`config.mk`:
```
export PLATFORM = sky130hd
export DESIGN_NAME = pipe_stage_reg
export DESIGN_NICKNAME = d
export VERILOG_FILES = /design/src/rtl/pipe_stage_reg.sv
export SDC_FILE = /design/constraint.sdc
export NUM_CORES = 1
export LEC_CHECK = 0
export CAP_MARGIN = 10
export CORE_ASPECT_RATIO = 0.6
export CORE_MARGIN = 3
export CORE_UTILIZATION = 25
export CTS_CLUSTER_DIAMETER = 80
export DETAILED_ROUTE_END_ITERATION = 8
export GPL_ROUTABILITY_DRIVEN = 0
export PLACE_DENSITY = 0.46
export SLEW_MARGIN = 20
export SYNTH_ARGS = -nofsm -noshare
export SYNTH_HDL_FRONTEND = slang
export SYNTH_SLANG_ARGS = --single-unit
```
`constraint.sdc`:
```
create_clock -name clk -period 3.85 [get_ports clk]
set_input_delay 0.77 -clock clk [delete_from_list [all_inputs] [get_ports clk]]
set_output_delay 0.77 -clock clk [all_outputs]
set_load 0.02 [all_outputs]
```
`src/rtl/pipe_stage_reg.sv`:
```
// pipe_stage_reg: valid/ready pipeline register with optional two-entry skid buffer,
// bubble-masked control payload and synchronous flush.
module pipe_stage_reg #(
   parameter int DATA_W = 96,
   parameter int CTRL_W = 24,
   parameter int SKID   = 1
) (
   input  logic              clk,
   input  logic              reset_n,
   input  logic              in_valid_i,
   output logic              in_ready_o,
   input  logic [DATA_W-1:0] data_i,
   input  logic [CTRL_W-1:0] ctrl_i,
   output logic              out_valid_o,
   input  logic              out_ready_i,
   output logic [DATA_W-1:0] data_o,
   output logic [CTRL_W-1:0] ctrl_o,
   input  logic              flush_i,
   output logic [1:0]        count_o
);
   typedef enum logic [1:0] {EMPTY = 2'd0, FULL = 2'd1, SKIDFULL = 2'd2} state_t;
   state_t            r_state, w_next;
   logic [DATA_W-1:0] r_main_data, r_skid_data;
   logic [CTRL_W-1:0] r_main_ctrl, r_skid_ctrl;
   logic              w_in_xfer, w_out_xfer, w_main_ld_in, w_main_ld_skid, w_skid_ld;
   // With SKID=1 ready depends only on held state, breaking the out_ready_i timing path
   assign in_ready_o  = (SKID != 0) ? (r_state != SKIDFULL) && !flush_i
                                    : ((r_state == EMPTY) || out_ready_i) && !flush_i;
   assign out_valid_o = r_state != EMPTY;
   assign w_in_xfer   = in_valid_i && in_ready_o;
   assign w_out_xfer  = out_valid_o && out_ready_i;
   assign count_o     = r_state;
   assign data_o      = r_main_data;
   assign ctrl_o      = out_valid_o ? r_main_ctrl : '0;
   always_comb begin
      w_next         = r_state;
      w_main_ld_in   = 1'b0;
      w_main_ld_skid = 1'b0;
      w_skid_ld      = 1'b0;
      if (flush_i)
         w_next = EMPTY;
      else
         case (r_state)
            EMPTY: if (w_in_xfer) begin
               w_next       = FULL;
               w_main_ld_in = 1'b1;
            end
            FULL: if (w_in_xfer && w_out_xfer)
               w_main_ld_in = 1'b1;
            else if (w_in_xfer) begin
               w_next    = SKIDFULL;
               w_skid_ld = 1'b1;
            end else if (w_out_xfer)
               w_next = EMPTY;
            SKIDFULL: if (w_out_xfer) begin
               w_next         = FULL;
               w_main_ld_skid = 1'b1;
            end
            default: w_next = EMPTY;
         endcase
   end
   always_ff @(posedge clk or negedge reset_n) begin
      if (!reset_n) begin
         r_state     <= EMPTY;
         r_main_data <= '0;
         r_main_ctrl <= '0;
         r_skid_data <= '0;
         r_skid_ctrl <= '0;
      end else begin
         r_state <= w_next;
         if (w_main_ld_in) begin
            r_main_data <= data_i;
            r_main_ctrl <= ctrl_i;
         end else if (w_main_ld_skid) begin
            r_main_data <= r_skid_data;
            r_main_ctrl <= r_skid_ctrl;
         end
         if (w_skid_ld) begin
            r_skid_data <= data_i;
            r_skid_ctrl <= ctrl_i;
         end
      end
   end
endmodule

```
==> flow_results.org <==
** Status
- The flow ran to the end, and the final reports show no timing, DRC or antenna violations.

** Worst setup path
- Launch instance of the worst register-to-register path :: count_o[1]
- Critical Path Start :: count_o[1]
- Endpoint class of the critical path :: output pin
- Data required time of the worst path :: 3.08 ns
- In this design, the stage delay of the slowest critical-path cell is about 0.63 ns.
- Peak fanout along the critical path :: 25
- Startpoint Class :: flop
- Critical setup path kind :: reg -> out
- Data arrives at the worst endpoint at 2.15 ns.
- Worst path slowest cell :: sky130_fd_sc_hd__clkdlybuf4s50_1
- Cells traversed along the worst timing path :: nor2_2, buf_4, nor2b_1, clkdlybuf4s50_1

** Detailed routing
- Antenna-violating nets left :: 0
- The first routing iteration left between 150 and 200 violations.
- The routed design has 27,300 um of wire.
- After detailed routing, the number of vias per cell comes to ~4.2.
- Total via count after detailed routing :: approximately 6,400
- The pre-antenna-repair detailed-routing pass consisted of 4 iterations.
- Post-DR wirelength/cell :: 17.9 um
- Drc violations :: 0

** Clocking
- The longest clock path from root to sink contains 3 buffers.
- TritonCTS built the clock tree.
- Clock insertion delay at the later pin of the skew report :: 0.54 ns
- CTS Sinks :: roughly 240
- For this design, the CTS-stage hold fixing added 0 buffers.
- In this run the clock root is driven by a sky130_fd_sc_hd__clkbuf_16.
- Number of gates given a new drive strength after cts :: 0
- Clock buffer count from CTS :: 26
- After clock tree synthesis, the clock-pin slew on the worst setup and hold paths is 0.06 ns.
- Post CTS Setup Buffer Count :: 0
- CTS built an H-tree with a depth of 1.

** Layout
- Layout overhead on the synthesized area :: 37.3%
- Summing all multi-input logic gate instances after layout gives about 4600 sq um.
- The layout has between 4,000 and 5,000 filler cells.
- The post-route netlist has 43.6% of its cells at a drive strength greater than 1.
- The finished cells cover 15,000 sq um.
- The net count of the finished layout is 1,061.
- Reg area :: 6060 sq um

** Power
- Proportion of power drawn by the clock network :: roughly 30%
- Reported net switching power :: 2.62 mW
- Worst IR drop on VDD :: 0.296 mV
- The share of total power dissipated in combinational logic is 30.6%.
- Leakage component of the power :: between 6 and 7 nW
- Sequential cell fraction of total power :: between 30% and 40%
- Power spread over the standard cell area amounts to 624 nW/um^2.
- Cell-internal power :: between 6 and 7 mW
- Switching power as a share of total power :: 27.9%

** Logic synthesis
- Yosys top cell area share :: 55.3%
- A synthesized cell averages 15.9 sq um.
- Mapped Nets :: 812
- Summing the sequential cell areas from Yosys gives 55.3% of the chip area.
- In this run the cell area of the synthesized design comes to 10,900 sq um.
- The netlist uses 26 different library cells.
- Synthesis produced 687 cells.
- Warnings from Yosys :: 0
- The synthesized design spends more area on one cell type than any other, namely sky130_fd_sc_hd__dfrtp_1.
- In this run, synthesis produced a sequential element count of around 240.
- Yosys attributes the largest share of cell area to sky130_fd_sc_hd__dfrtp_1 (55%), sky130_fd_sc_hd__mux2_2 (29%), sky130_fd_sc_hd__mux2_4 (9.6%), sky130_fd_sc_hd__nor2b_1 (1.4%), sky130_fd_sc_hd__buf_6 (0.93%).

** Floorplanning
- Chip Width :: 276 um
- Core area :: 42,500 sq um
- Die ar. :: 46,400 sq um
- From bottom edge to top edge, the die measures around 170 um.
- Row cnt :: 58
- For this design the top-level I/O count stands at 249.
- Initial Utilization :: 25.7%

** Timing
- Worst Max-Slew Pin Slew :: 0.740 ns
- Setup repair after global routing left no endpoint under its margin.
- The final number of hold-violating endpoints is 0.
- Slew Limit Fails :: 0
- For this run, the top clock speed supported by timing is approximately 340 MHz.
- Final critical path time including I/O delays and setup :: 2.92 ns
- Number of endpoints failing setup at the final stage :: 0
- Period utilization :: about three quarters
- In the final timing run, aggregate negative setup slack is 0 ns.
- Tightest slew margin relative to the limit :: between 50% and 60%
- Worst clock skew :: 0.00729 ns

** Hold path
- The path class of the tightest hold or removal check is in -> async.

** Global route
- Global-route wire length before repair :: 43,200 um
- Maximum number of pins on one net before global-route repair :: 90
- Grt ovf :: 0
- Via count of the first global-routing pass :: 6,879
- Overall fraction of global-route tracks in use :: 11.7%
- Antenna violations before repair :: 3

** Flow run
- Max-cap violations in this run came to 0.

** Placement
- Detail Placement HPWL :: 17,700 um
- Placement Cell Area :: 14,100 sq um
- Buffers placed on the I/O ports in this run total around 250.
[metal layers]
metal,global-route usage [%],vias to the layer above,share of wire (%)
met1,16.1,3240,48
li1,-,2960,-
met3,4.26,39,6.9
met4,2.89,4,2.2
met5,0,-,0.059
met2,17.6,131,43
[registers in the layout (all words and copies together) (netlist names)]
register,flops
r_skid_ctrl,24
count_o,2
r_skid_data,96
data_o,96
r_main_ctrl,24
[metrics by stage]
step,power [mW],setup WS (ns),std cells,hold slack [ns],utilization [%]
finish,9.38,0.926,1525,0.252,35.3
global route,9.94,0.717,1524,0.272,35.3
CTS,9.60,0.811,1524,0.256,35.3
detailed placement,6.69,0.761,1478,0.489,33.1
global placement,6.66,0.799,1478,0.483,33.1
floorplan,5.39,1.77,687,0.473,-
[cell type report]
| class | count | area share, % |
|---|---|---|
| timing repair buffer | 262 | 17.9 |
| multi-input combinational | 403 | 30.7 |
| sequential | 242 | 40.3 |
| tap | 570 | 4.74 |
| clock buffer | 34 | 5.07 |
| clock inverter | 12 | 1.25 |
| antenna | 1 | 0.0166 |
| inverter | 1 | 0.0250 |
[cells in the mapped netlist, drive strengths merged]
master and instances:
nor3b 1, nand2b 1, inv 1, nand3b 1, o31a 2, o21a 1, nor4bb 1, clkbuf 3
o22a 1, nor3 1, mux2i 2, nor2 3, nor2b 26, mux2 356, nand2 2, o21ai 2
buf 38, dfrtp 242, a21oi 3
[power by group through the flow]
| stage | registers [mW] | logic, mW | clock network, mW |
|---|---|---|---|
| 6_report | 3.72 | 2.87 | 2.79 |
| 5_1_grt | 3.85 | 3.07 | 3.03 |
| 4_1_cts | 3.73 | 2.93 | 2.93 |
| 3_5_place_dp | 3.77 | 2.92 | 0 |
| 3_3_place_gp | 3.76 | 2.89 | 0 |
| 2_1_floorplan | 4.11 | 1.28 | 0 |
[cell usage in the layout (no fill, tap or decap), drive strengths merged]
master | synthesis | layout
mux2i | 2 | 2
clkdlybuf4s50 | 0 | 247
clkinvlp | 0 | 1
buf | 38 | 15
inv | 1 | 1
clkbuf | 3 | 34
mux2 | 356 | 356
dfrtp | 242 | 242
diode | 0 | 1
nand2b | 1 | 1
clkinv | 0 | 6
bufinv | 0 | 5
a21oi | 3 | 3
nand2 | 2 | 2
o31a | 2 | 2
nor2b | 26 | 26
o21ai | 2 | 2
o21a | 1 | 1
nand3b | 1 | 1
o22a | 1 | 1
nor2 | 3 | 3
nor3b | 1 | 1
nor4bb | 1 | 1
nor3 | 1 | 1
[path summary, 6_finish.rpt]
check,endpoint,slack (ns),depth (start not counted)
worst max-delay path,ctrl_o[21],0.93,4
worst min-delay path,data_o[88],0.25,1
worst max register to register,data_o[61],1.61,5
worst min register to register,r_skid_ctrl[10],0.50,1
max in group asynchronous,data_o[61],2.79,2
min in group clk,r_skid_ctrl[10],0.50,1
[logic make-up (layout without fill, tap and decap cells)]
group,count (synthesis),after routing,share of synthesized area [%]
DFF,242,242,55.3
other,0,1,0
and+or+nand+nor,36,36,2.15
muxes,358,358,39.2
buffers and inverters,42,309,2.69
AOI/OAI and AO/OA,9,9,0.640
[worst max-delay path: cells and delay by family, from the launching register on]
kind	cells	cell delay (ns)
buf+inv	2	0.86
flops	1	0.49
simple gates	2	0.26
(Power assumes the default switching activity.)
